==> src/rtl/simd_pipe_pkg.sv <==
`default_nettype none
// ============================================================================
// Module      : simd_pipe_pkg
// Description : Shared defaults, NOP encoding, rd field position and the
//               EX->WB entry type for the SIMD execute/writeback boundary.
// Revision    : 1.0 - initial release
// ============================================================================
package simd_pipe_pkg;

  localparam int DEF_DATA_W  = 128;
  localparam int DEF_INSTR_W = 25;

  // Encoding that never writes the register file: 2'b11 then all zeros.
  localparam logic [DEF_INSTR_W-1:0] NOP_INSTR = {2'b11, 23'd0};

  // Destination register field inside the instruction word.
  localparam int RD_LSB = 0;
  localparam int RD_MSB = 4;

  typedef struct packed {
    logic [DEF_INSTR_W-1:0] instr;
    logic [DEF_DATA_W-1:0]  data;
  } ex_wb_entry_t;

endpackage
`default_nettype wire

==> src/rtl/pipe_skid_reg.sv <==
`default_nettype none
// ============================================================================
// Module      : pipe_skid_reg
// Description : Two-slot (main + skid) valid/ready register. Fully registered
//               in both directions: in_ready depends only on the skid flag and
//               no input reaches an output combinationally.
// Revision    : 1.0 - initial release
// ============================================================================
module pipe_skid_reg
  import simd_pipe_pkg::*;
#(
  parameter type T = ex_wb_entry_t
) (
  input  logic clk,
  input  logic rst_n,
  input  logic flush,
  input  logic in_valid,
  output logic in_ready,
  input  T     in_entry,
  output logic out_valid,
  input  logic out_ready,
  output T     out_entry
);

  logic main_valid_q, main_valid_d;
  logic skid_valid_q, skid_valid_d;
  T     main_q, main_d;
  T     skid_q, skid_d;

  logic in_fire;
  logic out_fire;

  // The skid slot only fills while main is stalled, so an empty skid means
  // there is always room for one more entry.
  assign in_ready  = ~skid_valid_q;
  assign out_valid = main_valid_q;
  assign out_entry = main_q;

  assign in_fire  = in_valid & ~skid_valid_q & ~flush;
  assign out_fire = main_valid_q & out_ready;

  // Next-state: refill main from skid first (older entry), else from input.
  always_comb begin
    main_valid_d = main_valid_q;
    skid_valid_d = skid_valid_q;
    main_d       = main_q;
    skid_d       = skid_q;
    if (flush) begin
      // Data is left untouched; only the valid flags are dropped.
      main_valid_d = 1'b0;
      skid_valid_d = 1'b0;
    end else if (!main_valid_q || out_fire) begin
      if (skid_valid_q) begin
        main_d       = skid_q;
        main_valid_d = 1'b1;
        skid_valid_d = 1'b0;
      end else if (in_fire) begin
        main_d       = in_entry;
        main_valid_d = 1'b1;
      end else begin
        main_valid_d = 1'b0;
      end
    end else if (in_fire) begin
      // Main is stalled and skid is empty (otherwise in_fire is low).
      skid_d       = in_entry;
      skid_valid_d = 1'b1;
    end
  end

  // State register with synchronous active-low reset.
  always_ff @(posedge clk) begin
    if (!rst_n) begin
      main_valid_q <= 1'b0;
      skid_valid_q <= 1'b0;
      main_q       <= '0;
      skid_q       <= '0;
    end else begin
      main_valid_q <= main_valid_d;
      skid_valid_q <= skid_valid_d;
      main_q       <= main_d;
      skid_q       <= skid_d;
    end
  end

endmodule
`default_nettype wire

==> src/rtl/ex_wb_stage_pipe.sv <==
`default_nettype none
// ============================================================================
// Module      : ex_wb_stage_pipe
// Description : EX->WB pipeline boundary for the SIMD datapath. Buffers EX
//               results in a two-slot skid register, decodes the register
//               file write strobe, exposes a forwarding tap and counts
//               committed writes with a saturating counter.
// Revision    : 1.0 - initial release
// ============================================================================
module ex_wb_stage_pipe #(
  parameter int                 DATA_W    = simd_pipe_pkg::DEF_DATA_W,
  parameter int                 INSTR_W   = simd_pipe_pkg::DEF_INSTR_W,
  parameter logic [INSTR_W-1:0] NOP_INSTR = simd_pipe_pkg::NOP_INSTR,
  parameter int                 CNT_W     = 32
) (
  input  logic               clk,
  input  logic               rst_n,
  input  logic               ex_valid,
  output logic               ex_ready,
  input  logic [INSTR_W-1:0] ex_instr,
  input  logic [DATA_W-1:0]  ex_data,
  input  logic               flush,
  output logic               wb_valid,
  input  logic               wb_ready,
  output logic [INSTR_W-1:0] wb_instr,
  output logic [4:0]         wb_rd,
  output logic [DATA_W-1:0]  wb_data,
  output logic               wb_we,
  output logic               fwd_valid,
  output logic [4:0]         fwd_rd,
  output logic [DATA_W-1:0]  fwd_data,
  output logic [CNT_W-1:0]   wr_count
);

  import simd_pipe_pkg::*;

  // Local entry type so non-default widths still pack correctly.
  typedef struct packed {
    logic [INSTR_W-1:0] instr;
    logic [DATA_W-1:0]  data;
  } entry_t;

  entry_t in_entry;
  entry_t main_entry;
  logic   is_nop;

  logic [CNT_W-1:0] wr_count_q, wr_count_d;

  assign in_entry.instr = ex_instr;
  assign in_entry.data  = ex_data;

  pipe_skid_reg #(
    .T (entry_t)
  ) u_skid (
    .clk       (clk),
    .rst_n     (rst_n),
    .flush     (flush),
    .in_valid  (ex_valid),
    .in_ready  (ex_ready),
    .in_entry  (in_entry),
    .out_valid (wb_valid),
    .out_ready (wb_ready),
    .out_entry (main_entry)
  );

  assign wb_instr = main_entry.instr;
  assign wb_data  = main_entry.data;
  assign wb_rd    = main_entry.instr[RD_MSB:RD_LSB];
  assign is_nop   = (main_entry.instr == NOP_INSTR);

  // A flushed entry must never reach the register file, even if consumed.
  assign wb_we = wb_valid & wb_ready & ~flush & ~is_nop;

  assign fwd_valid = wb_valid & ~is_nop;
  assign fwd_rd    = wb_rd;
  assign fwd_data  = wb_data;

  // Saturating committed-write counter; flush leaves it alone.
  always_comb begin
    wr_count_d = wr_count_q;
    if (wb_we && (wr_count_q != {CNT_W{1'b1}})) begin
      wr_count_d = wr_count_q + 1'b1;
    end
  end

  // Counter register with synchronous active-low reset.
  always_ff @(posedge clk) begin
    if (!rst_n) begin
      wr_count_q <= '0;
    end else begin
      wr_count_q <= wr_count_d;
    end
  end

  assign wr_count = wr_count_q;

endmodule
`default_nettype wire

==> config.mk <==
export PLATFORM = sky130hd
export DESIGN_NAME = ex_wb_stage_pipe
export DESIGN_NICKNAME = d
export VERILOG_FILES = /design/src/rtl/simd_pipe_pkg.sv /design/src/rtl/pipe_skid_reg.sv /design/src/rtl/ex_wb_stage_pipe.sv
export SDC_FILE = /design/constraint.sdc
export NUM_CORES = 1
export LEC_CHECK = 0
export BUFFER_PORTS_ARGS = -buffer_cell sky130_fd_sc_hd__buf_2
export CAP_MARGIN = 25
export CORE_ASPECT_RATIO = 0.8
export CORE_MARGIN = 10
export CORE_UTILIZATION = 55
export CTS_CLUSTER_DIAMETER = 80
export DETAILED_ROUTE_END_ITERATION = 7
export PLACE_DENSITY = 0.88
export SKIP_LAST_GASP = 1
export SLEW_MARGIN = 20
export SYNTH_ARGS = -nofsm -noshare
export SYNTH_HDL_FRONTEND = slang
export SYNTH_SLANG_ARGS = --single-unit
==> constraint.sdc <==
create_clock -name clk -period 6.13 [get_ports clk]
set_input_delay 0.3065 -clock clk [delete_from_list [all_inputs] [get_ports clk]]
set_output_delay 0.3065 -clock clk [all_outputs]
set_load 0.01 [all_outputs]
==> flow_summary.toml <==
[placement]
pre_cts_ws_ps = 2883
gp_congestion = 0.8709
post-dp-hpwl_mm = 31.54
place_area_um2 = 16190
place_inst = 2300
io_buffer_count = 484

[clock_tree]
clk_pin_slew_ps = 60
root_buffer = "clkbuf_16"
holdBufCountCts = 0
cts_tree = "yes"
postCtsSetupBuffers = 0
clk_path_buf_depth = 3
numCtsBuffers = 35
insertion_delay_ps = 510
clock_sinks = 340
cts_resized = 0
h-tree-depth = 2

[layout]
drive_above_1_share = 0.2828
fin_util = 0.6586
design_area_um2 = 17340
nets = 2139
fillers = 2081
area_growth_pct = 17.80
final_cell_count_no_fill = 2366

[power_and_ir_drop]
power.internal_mw = 3.716
power_switching_share = 0.2526
power_frac_seq = 0.474
pwr_density_cell_nw_per_um2 = 286.8
fin_total_pwr_mw = 4.972
ir_drop_mv = 0.1976
pwr-share-comb = 0.104
power_leakage_nw = 6.894
p_sw_mw = 1.256
p_clk_frac = 0.422

[detailed_routing]
drt_iter0_drc = 1143
ant_nets = 0
route.detailed.drc = 0
viasPerCell = 5.631
routed_wl_mm = 44.94
wl_per_cell_um = 18.99
vias = 13320
drt_pass1_iterations = 5

[critical_path]
required_ps = 6520
crit_path_max_fanout = 104
slowest_delay_ps = 940
cpMaxStageDelayCell = "dfxtp_4"
cp_data_arrival_time_ps = 3730
cp-start-kind = "register"
cp-end-kind = "register"
crit_chain = "nor2_1 > nor3_4 > buf_4 > buf_4 > nor2_1 > a211oi_1"
critical_path_class = "reg2reg"

[logic_synthesis]
syn_inst = 1714
syn_area_per_cell_um2 = 8.587
synthesis.nets = 1873
ys_top_cells_by_count = "dfxtp_1 (340), nand2_1 (330), a21oi_1 (175)"
yosysWarnings = 0
synth_area_leaders = "dfxtp_1 (46%), mux2i_1 (11%), nand2_1 (8.4%), a211oi_1 (7.8%), buf_4 (7.1%)"
synth.most_common_cell = "dfxtp_1"
synth_largest_area_cell = "dfxtp_1"
ys_types = 41
ys_seq_area_frac = 0.4625
synth_top_area_frac = 0.4625
mappedNetlistArea_um2 = 14720
ys_async_sr_fraction = 0
ys.flop_type = "dfxtp_1"
ys_ff_latch = 340
synth_edf_count = 0

[floorplan]
core_area_um2 = 26330
die_area_um2 = 33740
die_y_um = 166.3
io_pins = 485
fp.dieW_um = 202.9
num_rows = 53
start_util = 0.5591

[timing]
worstMarginPinSlew_ps = 1107
fin_crit_sh = 0.5450
finalHoldViolCount = 0
slew-limit-headroom = 0.2619
period_minus_slack_ps = 3341
timing.final.ws_setup_ps = 2789
rsz0062_at_grt = "no"
fin_tns_setup_ps = 0
whs_ps = 41.31
skew_ps = 11.55
maxSlewViolCount = 0
fmax_ghz = 0.2993
setup_viol = 0

[grt]
antenna_found_initial = 8
grt_pass1_vias = 12800
grt_start_max_net_pins = 154
grt_first_pass_wirelength_mm = 69.16
grt.total_usage = 0.2473
grt_overflow = 0
use_met1 = 0.2788
grt.busiest_layer = "met2"
grt.met2_usage = 0.4359
use_met3 = 0.07409

[job]
drv_cap = 0

[status]
status = "completed"

[min_path]
hold_path.class = "in2reg"
per-layer routing:
| metal | wire, µm | vias to the layer above |
|---|---|---|
| met5 | 75 | - |
| met4 | 1192 | 10 |
| met3 | 3922 | 94 |
| met2 | 22680 | 576 |
| met1 | 17070 | 6298 |
| li1 | - | 6346 |
cells by family after synthesis:
logic type      share of synthesized area
compound gates                     0.1545
fa+ha+maj                       0.0008500
buf+inv                            0.1066
flops                              0.4625
mux                                0.1081
simple gates                       0.1675
state kept, by name, indices dropped and copies added, names as in the netlist:
signal / flops
u_skid.skid_q: 153
u_skid.out_valid: 1
u_skid.out_entry: 153
u_skid.skid_valid_q: 1
wr_count: 32
worst paths after layout:
kind,slack [ps],from,endpoint,depth (start not counted)
max reg2reg,2790,u_skid.skid_valid_q,u_skid.out_entry[64],6
min reg2reg,450,u_skid.skid_q[142],u_skid.skid_q[142],2
min,40,ex_instr[18],u_skid.skid_q[146],3
max,2790,u_skid.skid_valid_q,u_skid.out_entry[64],6
placed cells by master, fill, tap and decap left out, types with 3 or more instances in the layout:
master,instances
mux2i_1,159
clkbuf_16,35
o21a_1,4
diode_2,4
nand2b_1,7
clkinv_2,3
buf_2,484
or3_1,3
nor4_1,13
o31ai_1,19
nand3_1,4
dfxtp_1,339
clkbuf_8,10
inv_1,6
nand4_1,15
nor2_1,159
and3_1,3
clkbuf_1,7
a21oi_1,175
or4_1,19
nor3_1,5
inv_6,4
nand2_1,330
a211oi_1,153
buf_4,12
critical path, delay by kind of cell, from the launching register on:
family / cells / cell delay [ps]
DFF: 1 / 940
AOI/OAI and AO/OA: 1 / 310
and+or+nand+nor: 3 / 540
buffers and inverters: 2 / 1370
power groups by stage:
stage / combinational, mW / clock [mW] / sequential, mW
2_1_floorplan: 0.310 / 0 / 2.42
3_3_place_gp: 0.501 / 0 / 2.40
3_5_place_dp: 0.517 / 0 / 2.41
4_1_cts: 0.521 / 2.13 / 2.36
5_1_grt: 0.565 / 2.22 / 2.37
6_report: 0.516 / 2.10 / 2.36
area by class of cell:
type / count / area [µm²] / area share
diodes: 4 / 10.01 / 0.0005773
clock buffers: 52 / 1040 / 0.05997
clock inverters: 10 / 96.34 / 0.005557
inverters: 7 / 33.78 / 0.001948
multi-input cells: 1099 / 6369 / 0.3673
flip-flops and latches: 340 / 6810 / 0.3928
well taps: 357 / 446.7 / 0.02576
repair buffers: 497 / 2532 / 0.1461
Power figures use the tool's default switching activity.
